### config.mk
export PLATFORM = sky130hd
export DESIGN_NAME = conv_stream_feeder
export DESIGN_NICKNAME = d
export VERILOG_FILES = /design/src/rtl/conv_stream_feeder.sv
export SDC_FILE = /design/constraint.sdc
export NUM_CORES = 1
export LEC_CHECK = 0
export ABC_AREA = 1
export CAP_MARGIN = 20
export CORE_AREA = 3 3 149 151
export CTS_BUF_LIST = sky130_fd_sc_hd__clkbuf_8 sky130_fd_sc_hd__clkbuf_16
export CTS_CLUSTER_DIAMETER = 100
export DETAILED_ROUTE_END_ITERATION = 12
export DIE_AREA = 0 0 152 154
export DONT_BUFFER_PORTS = 1
export PLACE_DENSITY = 0.49
export SYNTH_ARGS = -nofsm -noshare
export SYNTH_HDL_FRONTEND = slang
export SYNTH_SLANG_ARGS = --single-unit
export TNS_END_PERCENT = 1
### constraint.sdc
create_clock -name clk -period 10.2 [get_ports clk]
set_input_delay 1.53 -clock clk [delete_from_list [all_inputs] [get_ports clk]]
set_output_delay 1.53 -clock clk [all_outputs]
set_load 0.005 [all_outputs]
### src/rtl/conv_stream_feeder.sv
// Streams weight words and column-pair fmap beats to the CONV core.
// Walks kernel -> channel -> output row -> column pair, with stall, weight reload and position tags.
module conv_stream_feeder #(
  parameter int DW      = 8,
  parameter int K       = 4,
  parameter int FW      = 64,
  parameter int CH_STEP = 8,
  parameter int ROW_GAP = 2,
  parameter int WRELOAD = 1,
  parameter int AW      = 20
) (
  input  logic                   clk,
  input  logic                   rst_n,
  input  logic                   start,
  input  logic [1:0]             cfg_ci,
  input  logic [1:0]             cfg_co,
  input  logic                   stall,
  output logic [AW-1:0]          w_raddr,
  output logic                   w_ren,
  input  logic [2*K*DW-1:0]      w_rdata,
  output logic [K*AW-1:0]        f_raddr,
  output logic                   f_ren,
  input  logic [K*2*DW-1:0]      f_rdata,
  output logic [2*K*DW-1:0]      wdata,
  output logic                   wvalid,
  output logic [2*K*DW-1:0]      fdata,
  output logic                   fvalid,
  output logic [4:0]             tag_ko,
  output logic [4:0]             tag_ci,
  output logic [$clog2(FW)-1:0]  tag_row,
  output logic                   row_last,
  output logic                   busy,
  output logic                   done
);

  localparam int CW = $clog2(4*CH_STEP);
  localparam int RW = $clog2(FW);
  localparam int BW = $clog2(K);
  localparam int GW = $clog2(ROW_GAP + 2);
  localparam logic [RW-1:0] ROW_END = RW'(FW - K);
  localparam logic [RW-1:0] COL_END = RW'(FW/2 - 1);
  localparam logic [BW-1:0] WB_END  = BW'(K/2 - 1);
  localparam logic [GW-1:0] GAP_END = GW'(ROW_GAP - 1);

  typedef enum logic [2:0] {S_IDLE, S_WGT, S_FMAP, S_GAP, S_FLUSH} state_t;

  state_t          state_q, state_d;
  logic [CW-1:0]   ko_q, ko_d, ci_q, ci_d, ko_end_q, ko_end_d, ci_end_q, ci_end_d;
  logic [RW-1:0]   row_q, row_d, col_q, col_d;
  logic [BW-1:0]   wbeat_q, wbeat_d;
  logic [GW-1:0]   gap_q, gap_d;
  logic            wvalid_q, wvalid_d, fvalid_q, fvalid_d;
  logic            row_last_q, row_last_d, busy_q, busy_d, done_q, done_d;
  logic [4:0]      tag_ko_q, tag_ko_d, tag_ci_q, tag_ci_d;
  logic [RW-1:0]   tag_row_q, tag_row_d;

  logic            row_wrap, ci_wrap, ko_wrap, run_end;
  logic [RW-1:0]   nxt_row;
  logic [CW-1:0]   nxt_ci, nxt_ko;
  state_t          nxt_row_state;

  assign w_ren = (state_q == S_WGT)  && !stall;
  assign f_ren = (state_q == S_FMAP) && !stall;

  // Position of the row that follows the current one, with carries into ci and ko.
  always_comb begin
    row_wrap = (row_q == ROW_END);
    ci_wrap  = (ci_q == ci_end_q);
    ko_wrap  = (ko_q == ko_end_q);
    run_end  = row_wrap && ci_wrap && ko_wrap;
    nxt_row  = row_wrap ? '0 : row_q + 1'b1;
    nxt_ci   = ci_q;
    nxt_ko   = ko_q;
    if (row_wrap) begin
      nxt_ci = ci_wrap ? '0 : ci_q + 1'b1;
      if (ci_wrap) nxt_ko = ko_wrap ? '0 : ko_q + 1'b1;
    end
    nxt_row_state = (WRELOAD != 0 || nxt_row == '0) ? S_WGT : S_FMAP;
  end

  always_comb begin
    state_d    = state_q;
    ko_d       = ko_q;
    ci_d       = ci_q;
    ko_end_d   = ko_end_q;
    ci_end_d   = ci_end_q;
    row_d      = row_q;
    col_d      = col_q;
    wbeat_d    = wbeat_q;
    gap_d      = gap_q;
    busy_d     = busy_q;
    done_d     = 1'b0;
    wvalid_d   = w_ren;
    fvalid_d   = f_ren;
    tag_ko_d   = tag_ko_q;
    tag_ci_d   = tag_ci_q;
    tag_row_d  = tag_row_q;
    row_last_d = row_last_q;
    if (f_ren) begin
      tag_ko_d   = 5'(ko_q);
      tag_ci_d   = 5'(ci_q);
      tag_row_d  = row_q;
      row_last_d = (col_q == COL_END);
    end
    if (!stall) begin
      unique case (state_q)
        S_IDLE: if (start) begin
          ci_end_d = CW'((int'(cfg_ci) + 1) * CH_STEP - 1);
          ko_end_d = CW'((int'(cfg_co) + 1) * CH_STEP - 1);
          ko_d     = '0;
          ci_d     = '0;
          row_d    = '0;
          col_d    = '0;
          wbeat_d  = '0;
          gap_d    = '0;
          busy_d   = 1'b1;
          state_d  = S_WGT;
        end
        S_WGT: begin
          if (wbeat_q == WB_END) begin
            wbeat_d = '0;
            state_d = S_FMAP;
          end else begin
            wbeat_d = wbeat_q + 1'b1;
          end
        end
        S_FMAP: begin
          if (col_q == COL_END) begin
            col_d = '0;
            if (run_end) begin
              state_d = S_FLUSH;
            end else if (ROW_GAP > 0) begin
              state_d = S_GAP;
              gap_d   = '0;
            end else begin
              row_d   = nxt_row;
              ci_d    = nxt_ci;
              ko_d    = nxt_ko;
              state_d = nxt_row_state;
            end
          end else begin
            col_d = col_q + 1'b1;
          end
        end
        S_GAP: begin
          if (gap_q == GAP_END) begin
            row_d   = nxt_row;
            ci_d    = nxt_ci;
            ko_d    = nxt_ko;
            state_d = nxt_row_state;
          end else begin
            gap_d = gap_q + 1'b1;
          end
        end
        S_FLUSH: begin
          state_d = S_IDLE;
          busy_d  = 1'b0;
          done_d  = 1'b1;
        end
        default: state_d = S_IDLE;
      endcase
    end
  end

  always_ff @(posedge clk or negedge rst_n) begin
    if (!rst_n) begin
      state_q    <= S_IDLE;
      ko_q       <= '0;
      ci_q       <= '0;
      ko_end_q   <= '0;
      ci_end_q   <= '0;
      row_q      <= '0;
      col_q      <= '0;
      wbeat_q    <= '0;
      gap_q      <= '0;
      wvalid_q   <= 1'b0;
      fvalid_q   <= 1'b0;
      row_last_q <= 1'b0;
      busy_q     <= 1'b0;
      done_q     <= 1'b0;
      tag_ko_q   <= '0;
      tag_ci_q   <= '0;
      tag_row_q  <= '0;
    end else begin
      state_q    <= state_d;
      ko_q       <= ko_d;
      ci_q       <= ci_d;
      ko_end_q   <= ko_end_d;
      ci_end_q   <= ci_end_d;
      row_q      <= row_d;
      col_q      <= col_d;
      wbeat_q    <= wbeat_d;
      gap_q      <= gap_d;
      wvalid_q   <= wvalid_d;
      fvalid_q   <= fvalid_d;
      row_last_q <= row_last_d;
      busy_q     <= busy_d;
      done_q     <= done_d;
      tag_ko_q   <= tag_ko_d;
      tag_ci_q   <= tag_ci_d;
      tag_row_q  <= tag_row_d;
    end
  end

  // Addresses are shown only in their issuing state so an idle block drives all zeros.
  logic [AW-1:0] ci_count, w_addr;
  assign ci_count = AW'(ci_end_q) + AW'(1);
  assign w_addr   = (AW'(ko_q) * ci_count + AW'(ci_q)) * AW'(K/2) + AW'(wbeat_q);
  assign w_raddr  = (state_q == S_WGT) ? w_addr : '0;

  for (genvar i = 0; i < K; i++) begin : g_bank
    logic [AW-1:0] bank_addr;
    assign bank_addr = AW'(ci_q) * AW'(FW*(FW/2)) + (AW'(row_q) + AW'(i)) * AW'(FW/2) + AW'(col_q);
    assign f_raddr[i*AW +: AW]   = (state_q == S_FMAP) ? bank_addr : '0;
    assign fdata[i*DW +: DW]     = fvalid_q ? f_rdata[2*i*DW +: DW] : '0;
    assign fdata[(K+i)*DW +: DW] = fvalid_q ? f_rdata[(2*i+1)*DW +: DW] : '0;
  end

  assign wdata    = wvalid_q ? w_rdata : '0;
  assign wvalid   = wvalid_q;
  assign fvalid   = fvalid_q;
  assign tag_ko   = tag_ko_q;
  assign tag_ci   = tag_ci_q;
  assign tag_row  = tag_row_q;
  assign row_last = row_last_q;
  assign busy     = busy_q;
  assign done     = done_q;

endmodule

# --- Yosys cells after proc, flatten, opt, wreduce, memory -nomap -nowiden ---
# Index checks and enable logic that the tools add are counted.
word_totals:
  reg_bits: 60
  inputBits: 136
op_classes:
  add_sub_neg: 24
  n_mul: 1
  eq_ne: 18
  mux: 47
  bitwise: 1
  reduce_logical: 20
op_table:
  columns: ["op", "n"]
  rows:
  - ["$add A17 B6 Y18", 4]
  - ["$mux W18", 4]
  - ["$mux W64", 1]
  - ["$mux W8", 8]
  - ["$add A16 B12 Y17", 3]
  - ["$mux W5", 8]
  - ["$mux W6", 4]
  - ["$pmux W6 S2", 2]
  - ["$pmux W5 S2", 2]
  - ["$add A16 B11 Y17", 1]
  - ["$mux W3", 5]
  - ["$add A13 B2 Y14", 1]
  - ["$add A6 B2 Y7 const B", 2]
  - ["$mux W14", 1]
  - ["$ne A2 B2 Y1 const B", 7]
  - ["$add A11 B5 Y12", 1]
  - ["$add A6 B1 Y6 const B", 2]
  - ["$pmux W3 S4", 1]
  - ["$reduce_and A3 Y1", 4]
  - ["$reduce_and A6 Y1", 2]
  - ["$mul A5 B6 Y11", 1]
  - ["$add A5 B1 Y5 const B", 2]
  - ["$eq A5 B5 Y1", 2]
  - ["$mux W2", 5]
  - ["other kinds (23)", 38]

# --- Longest topological paths before layout ---
# Gate-level depths: netlist of run 1.
logic_depth:
  ltp_word: 6
  depth_mapped: 19

# --- Worst setup path after synthesis of run 1 ---
# OpenSTA, ideal clock, no wires.
synth_path:
  path_kind: "register -> output"
  from: "register ko_end_q[2] (netlist name)"
  to: "output port w_raddr[13]"
  arrival_time_ps: 3463
  setup_slack_ps: 5207
  stages_incl_launch_ff: 19
  n_path_buf: 0
  path_cell_list: "dfrtp_1 ha_1 xnor2_1 nor2_1 fa_1 ha_1 fa_1 ha_1 nand2_1 nand2_1 inv_1 nand2_1 nand2_1 nand3_1 nor2_1 nand3_1 nor2_1 nand2_1 nor2_1"
synth_lines:
  columns: ["item", "line", "source"]
  rows:
  - ["to (decl)", "18", "output logic [AW-1:0] w_raddr,"]

==> impl_metrics.env, run 1 <==
export IMPL_cts_sinks=55
export IMPL_final_area_um2=6720
export IMPL_post_cts_setup_buffer_count=0
export IMPL_yosys_warnings=0
export IMPL_fmaxAchievable_mhz=175
export IMPL_numCtsBuffers=5
export IMPL_synth_top_area_share_pct=21.2
export IMPL_ir_worst_vdd_v=0.000103
export IMPL_p_leak_nw=4.29
export IMPL_cp_end_kind="output port"
export IMPL_fp_dieW_um=152
export IMPL_path_class="register to output port"
export IMPL_startpoint_type="register"
export IMPL_track_usage_pct=16.8
export IMPL_nets=1259
export IMPL_min_period_ps=5700
export IMPL_hold_viol=0
export IMPL_wire_per_inst_um=15.8
export IMPL_fin_skew_ps=5.69
export IMPL_clkLatencyLatePin_ps=300
export IMPL_synth_area_um2=6480
export IMPL_antenna_found_initial=4
export IMPL_post_cts_resized=0
export IMPL_syn_to_final_growth_pct=3.57
export IMPL_numPortBuffers=0
export IMPL_ys_ff_latch=55
export IMPL_routed_wl_um=21200
export IMPL_via_per_inst=4.74
export IMPL_synthCells=1098
export IMPL_grt_pass1_vias=5767
export IMPL_clkTransAtPathRegs_ps=70
export IMPL_crit_arrival_ps=4170
export IMPL_grt_pass1_wl_um=31900
export IMPL_setup_tns_ps=0
export IMPL_drc=0
export IMPL_fin_crit_sh_pct=55.9
export IMPL_cts_hold_buffers=0
export IMPL_status="complete, no violations"
export IMPL_coreArea_um2=21000
export IMPL_syn_area_per_cell_um2=5.91
export IMPL_synthTopCellsByArea="dfrtp_1 (21%), nand2_1 (19%), inv_1 (14%)"
export IMPL_overflow=0
export IMPL_hpwl_um=17600
export IMPL_crit_fanout=6
export IMPL_crit_required_ps=8670
export IMPL_gp_congestion=0.863
export IMPL_antenna_cells=0
export IMPL_ioPinCount=387
export IMPL_cts_max_level=2
export IMPL_placed_cell_area_um2=6540
export IMPL_cts_tree="yes"
export IMPL_finalSetupViolations=0
export IMPL_initial_core_util_pct=30.9
export IMPL_ant_nets=0
export IMPL_slew_viol_final=0
export IMPL_ys_seq_area_share_pct=21.2
export IMPL_die_area_um2=23400
export IMPL_cts_path_max_buffers=2
export IMPL_cts_root_buffer="clkbuf_16"
export IMPL_whs_ps=492
export IMPL_p_total_mw=1.02
export IMPL_via_count=6347
export IMPL_drtPass1Iterations=5
export IMPL_worstMarginPinSlew_ps=951
export IMPL_grt_setup_unrepaired="no"
export IMPL_cap_violations=0
export IMPL_grt_max_degree=66
export IMPL_dieHeight_um=154
export IMPL_power_density_nw_per_um2=151
export IMPL_ys_types=41
export IMPL_slew_headroom_pct=36.6
export IMPL_rows=53
export IMPL_drive_gt1_share_pct=4.89
export IMPL_dr_first_iter_drc_count=404
export IMPL_hp_class="register to register"
export IMPL_synth_top_area_cell="dfrtp_1"
[worst max-delay path, cell delays in order, from the launching register on]
cell and delay, ps:
dfrtp_1 440, ha_1 230, xnor2_1 360, nor2_1 100
fa_1 450, ha_1 310, fa_1 490, ha_1 370
nand2_1 80, nand2_1 60, inv_1 90, nand2_1 90
nand2_1 90, nand3_1 100, nor2_1 150, nand3_1 130
nor2_1 150, nand2_1 70, nor2_1 120
[metal layers]
metal | global-route usage (%) | share of wire, % | wire length [µm]
met5 | 0 | 0.27 | 57
met4 | 3.68 | 1.5 | 312
met3 | 4.76 | 7.3 | 1540
met2 | 28.6 | 48 | 10100
met1 | 21.1 | 43 | 9130
[flip-flops by register name, summed over array words and instances (netlist names), 2 cells and up]
register	count
row_q	6
gap_q	2
tag_ko	5
wbeat_q	2
ci_end_q	2
state_q	3
tag_row	6
ko_q	5
col_q	6
ko_end_q	3
tag_ci	5
ci_q	5
[synth_stat cells, drive strengths merged]
library cell and number:
o21ai 62, or2 4, xor2 8, ha 53
clkbuf 20, o21a 2, clkinv 2, a21oi 39
o22ai 5, a31oi 1, nor2 107, conb 1
buf 40, o31ai 1, a211oi 2, nand4 17
inv 251, dfrtp 55, nand3b 1, nor4 1
fa 7, nor3 19, nor3b 1, xnor2 1
nand3 54, nand2 344
[stage by stage]
stage / std cells / util [%] / setup slack, ps
6_report: 1339 / 32.0 / 4500
3_5_place_dp: 1331 / 31.2 / 4840
3_3_place_gp: 1331 / 31.2 / 4920
4_1_cts: 1339 / 32.0 / 4490
5_1_grt: 1339 / 32.0 / 4120
2_1_floorplan: 1115 / - / 5210
[report_power, final]
group          switching [mW]  total (mW)  internal, mW
Sequential             0.0809       0.354         0.273
Combinational           0.326       0.456         0.130
Clock                  0.0831       0.206         0.122
[kinds of logic (layout without fill, tap and decap cells)]
kind of cell	Yosys count	count (layout)	share of synthesized area, %
other	1	18	0.0578
buffers and inverters	313	262	20.3
adder cells (fa/ha/maj)	60	60	12.4
XOR/XNOR	9	9	1.22
flip-flops	55	55	21.2
AO/OA/AOI/OAI	112	112	9.07
AND/OR/NAND/NOR	548	548	35.8
[path summary, 6_finish.rpt]
kind,from,endpoint,slack [ps],cells after the start
setup / recovery,ko_end_q[2]$_DFFE_PN0P_,w_raddr[13],4500,18
hold / removal,ko_end_q[3]$_DFFE_PN0P_,ko_end_q[3]$_DFFE_PN0P_,490,2
setup reg to reg,state_q[0]$_DFFE_PN0P_,tag_ci[4]$_DFFE_PN0P_,7470,8
hold reg to reg,ko_end_q[3]$_DFFE_PN0P_,ko_end_q[3]$_DFFE_PN0P_,490,2
max in group asynchronous,rst_n,fvalid$_DFF_PN0_,9170,0
min in group asynchronous,rst_n,busy$_DFFE_PN0P_,920,0
[cell type report]
cell class              count  area, µm²
clock buffers               6        139
multi-input cells         747       3860
well taps                 275        344
clock inverters             2       35.0
repair buffers              1       7.51
flip-flops and latches     55       1380
inverters                 253        953
fillers                  2375      14200
[cell usage in the layout, fill, tap and decap left out, types with 8 or more instances in the layout]
master and instances:
nand2_1 334, nand3_1 51, ha_1 53, a21oi_1 39, nor3_1 16, nor2_1 101, nand2_2 9, nand4_1 17
dfrtp_1 53, o21ai_0 46, inv_2 11, conb_1 18, inv_1 239, o21ai_1 14, xor2_1 8
(Power assumes the default switching activity.)
==> inputs of run 2 (changes only) <==
==> constraint.sdc (replaced) <==
create_clock -name clk -period 5.6 [get_ports clk]
set_input_delay 0.84 -clock clk [delete_from_list [all_inputs] [get_ports clk]]
set_output_delay 0.84 -clock clk [all_outputs]
set_load 0.005 [all_outputs]
==> impl_metrics.env, run 2 (synthesis results as in run 1) <==
export IMPL_status="complete, no violations"
export IMPL_track_usage_pct=16.8
export IMPL_syn_to_final_growth_pct=3.57
export IMPL_crit_arrival_ps=4140
export IMPL_startpoint_type="register"
export IMPL_drive_gt1_share_pct=4.89
export IMPL_post_cts_setup_buffer_count=0
export IMPL_dieHeight_um=154
export IMPL_drtPass1Iterations=5
export IMPL_cts_hold_buffers=0
export IMPL_grt_pass1_vias=5762
export IMPL_cap_violations=0
export IMPL_numPortBuffers=0
export IMPL_grt_setup_unrepaired="no"
export IMPL_post_cts_resized=0
export IMPL_fillCellCount=2389
export IMPL_grt_max_degree=66
export IMPL_setup_tns_ps=0
export IMPL_placed_cell_area_um2=6540
export IMPL_min_period_ps=4980
export IMPL_die_area_um2=23400
export IMPL_numCtsBuffers=5
export IMPL_hpwl_um=17600
export IMPL_cts_root_buffer="clkbuf_16"
export IMPL_worstMarginPinSlew_ps=952
export IMPL_cts_sinks=55
export IMPL_overflow=0
export IMPL_cp_end_kind="output port"
export IMPL_antenna_cells=0
export IMPL_wl_met2_um=10000
export IMPL_dr_wl_met3_um=1550
export IMPL_cts_max_level=2
export IMPL_final_common_cell="nand2_1"
export IMPL_ant_nets=0
export IMPL_hp_class="input pin to asynchronous set/reset pin"
export IMPL_rows=53
export IMPL_clkTransAtPathRegs_ps=70
export IMPL_whs_ps=228
export IMPL_path_class="register to output port"
export IMPL_gp_congestion=0.863
export IMPL_cts_tree="yes"
export IMPL_ir_worst_vdd_v=0.000180
export IMPL_grt_pass1_wl_um=32000
export IMPL_final_cell_mix="nand2_1 (334), inv_1 (239), nor2_1 (101), ha_1 (53), dfrtp_1 (53)"
export IMPL_initial_core_util_pct=30.9
export IMPL_drc=0
export IMPL_hold_viol=0
export IMPL_crit_fanout=6
export IMPL_fmaxAchievable_mhz=201
export IMPL_wire_per_inst_um=15.8
export IMPL_slew_headroom_pct=36.6
export IMPL_nets=1259
export IMPL_fin_skew_ps=5.27
export IMPL_via_per_inst=4.74
export IMPL_slew_viol_final=0
export IMPL_fp_dieW_um=152
export IMPL_via_count=6352
export IMPL_routed_wl_um=21200
export IMPL_highest_layer="met5"
export IMPL_clkLatencyLatePin_ps=300
export IMPL_antenna_found_initial=4
export IMPL_fin_crit_sh_pct=89.0
export IMPL_power_density_nw_per_um2=275
export IMPL_ioPinCount=387
export IMPL_coreArea_um2=21000
export IMPL_crit_required_ps=4760
export IMPL_final_area_um2=6720
export IMPL_drt_met1_wl_um=9190
export IMPL_p_leak_nw=4.29
export IMPL_finalSetupViolations=0
export IMPL_cts_path_max_buffers=2
export IMPL_placed_cells=1331
export IMPL_fin_cells=1339
export IMPL_dr_first_iter_drc_count=450
export IMPL_post_route_util_pct=32.0
## run 2: final cells by class
| type | count | area, µm² | area share [%] |
|---|---|---|---|
| Tap cell | 275 | 344 | 5.12 |
| Sequential cell | 55 | 1380 | 20.5 |
| Multi-Input combinational cell | 747 | 3860 | 57.4 |
| Clock buffer | 6 | 139 | 2.07 |
| Inverter | 253 | 953 | 14.2 |
| Timing Repair Buffer | 1 | 7.51 | 0.112 |
| Clock inverter | 2 | 35.0 | 0.522 |
## run 2: through the flow
stage | worst slack [ps] | total power, mW
global placement | 1010 | 1.49
global route | 232 | 2.02
detailed placement | 949 | 1.49
floorplan | 1300 | 1.29
CTS | 595 | 1.87
finish | 619 | 1.84
## run 2: worst paths after layout
| check | depth (start not counted) | from | slack [ps] | end |
|---|---|---|---|---|
| worst max-delay path | 18 | ko_end_q[2]$_DFFE_PN0P_ | 620 | w_raddr[13] |
| worst min-delay path | 0 | rst_n | 230 | busy$_DFFE_PN0P_ |
| worst max register to register | 8 | state_q[0]$_DFFE_PN0P_ | 2900 | tag_ci[4]$_DFFE_PN0P_ |
| worst min register to register | 2 | ko_end_q[3]$_DFFE_PN0P_ | 500 | ko_end_q[3]$_DFFE_PN0P_ |
| max in group asynchronous | 0 | rst_n | 5240 | fvalid$_DFF_PN0_ |
| min in group clk | 2 | ko_end_q[3]$_DFFE_PN0P_ | 500 | ko_end_q[3]$_DFFE_PN0P_ |
## run 2: critical path, stage by stage (launching register included)
cell and delay (ps):
dfrtp_1 430, ha_1 230, xnor2_1 330, nor2_1 100, fa_1 450, ha_1 310, fa_1 490, ha_1 370
nand2_1 90, nand2_1 60, inv_1 80, nand2_1 90, nand2_1 90, nand3_1 100, nor2_1 150, nand3_1 130
nor2_1 160, nand2_1 70, nor2_1 130
## run 2: metal layers
layer  vias to the layer above  track usage, %
met4                         8            3.85
li1                       3203               -
met2                       243            28.3
met1                      2870            21.4
met5                         -               0
met3                        28            4.95
## run 2: where the power goes
part	switching [mW]	internal, mW
Combinational	0.593	0.238
Clock	0.148	0.223
Sequential	0.145	0.498
Total	0.885	0.959
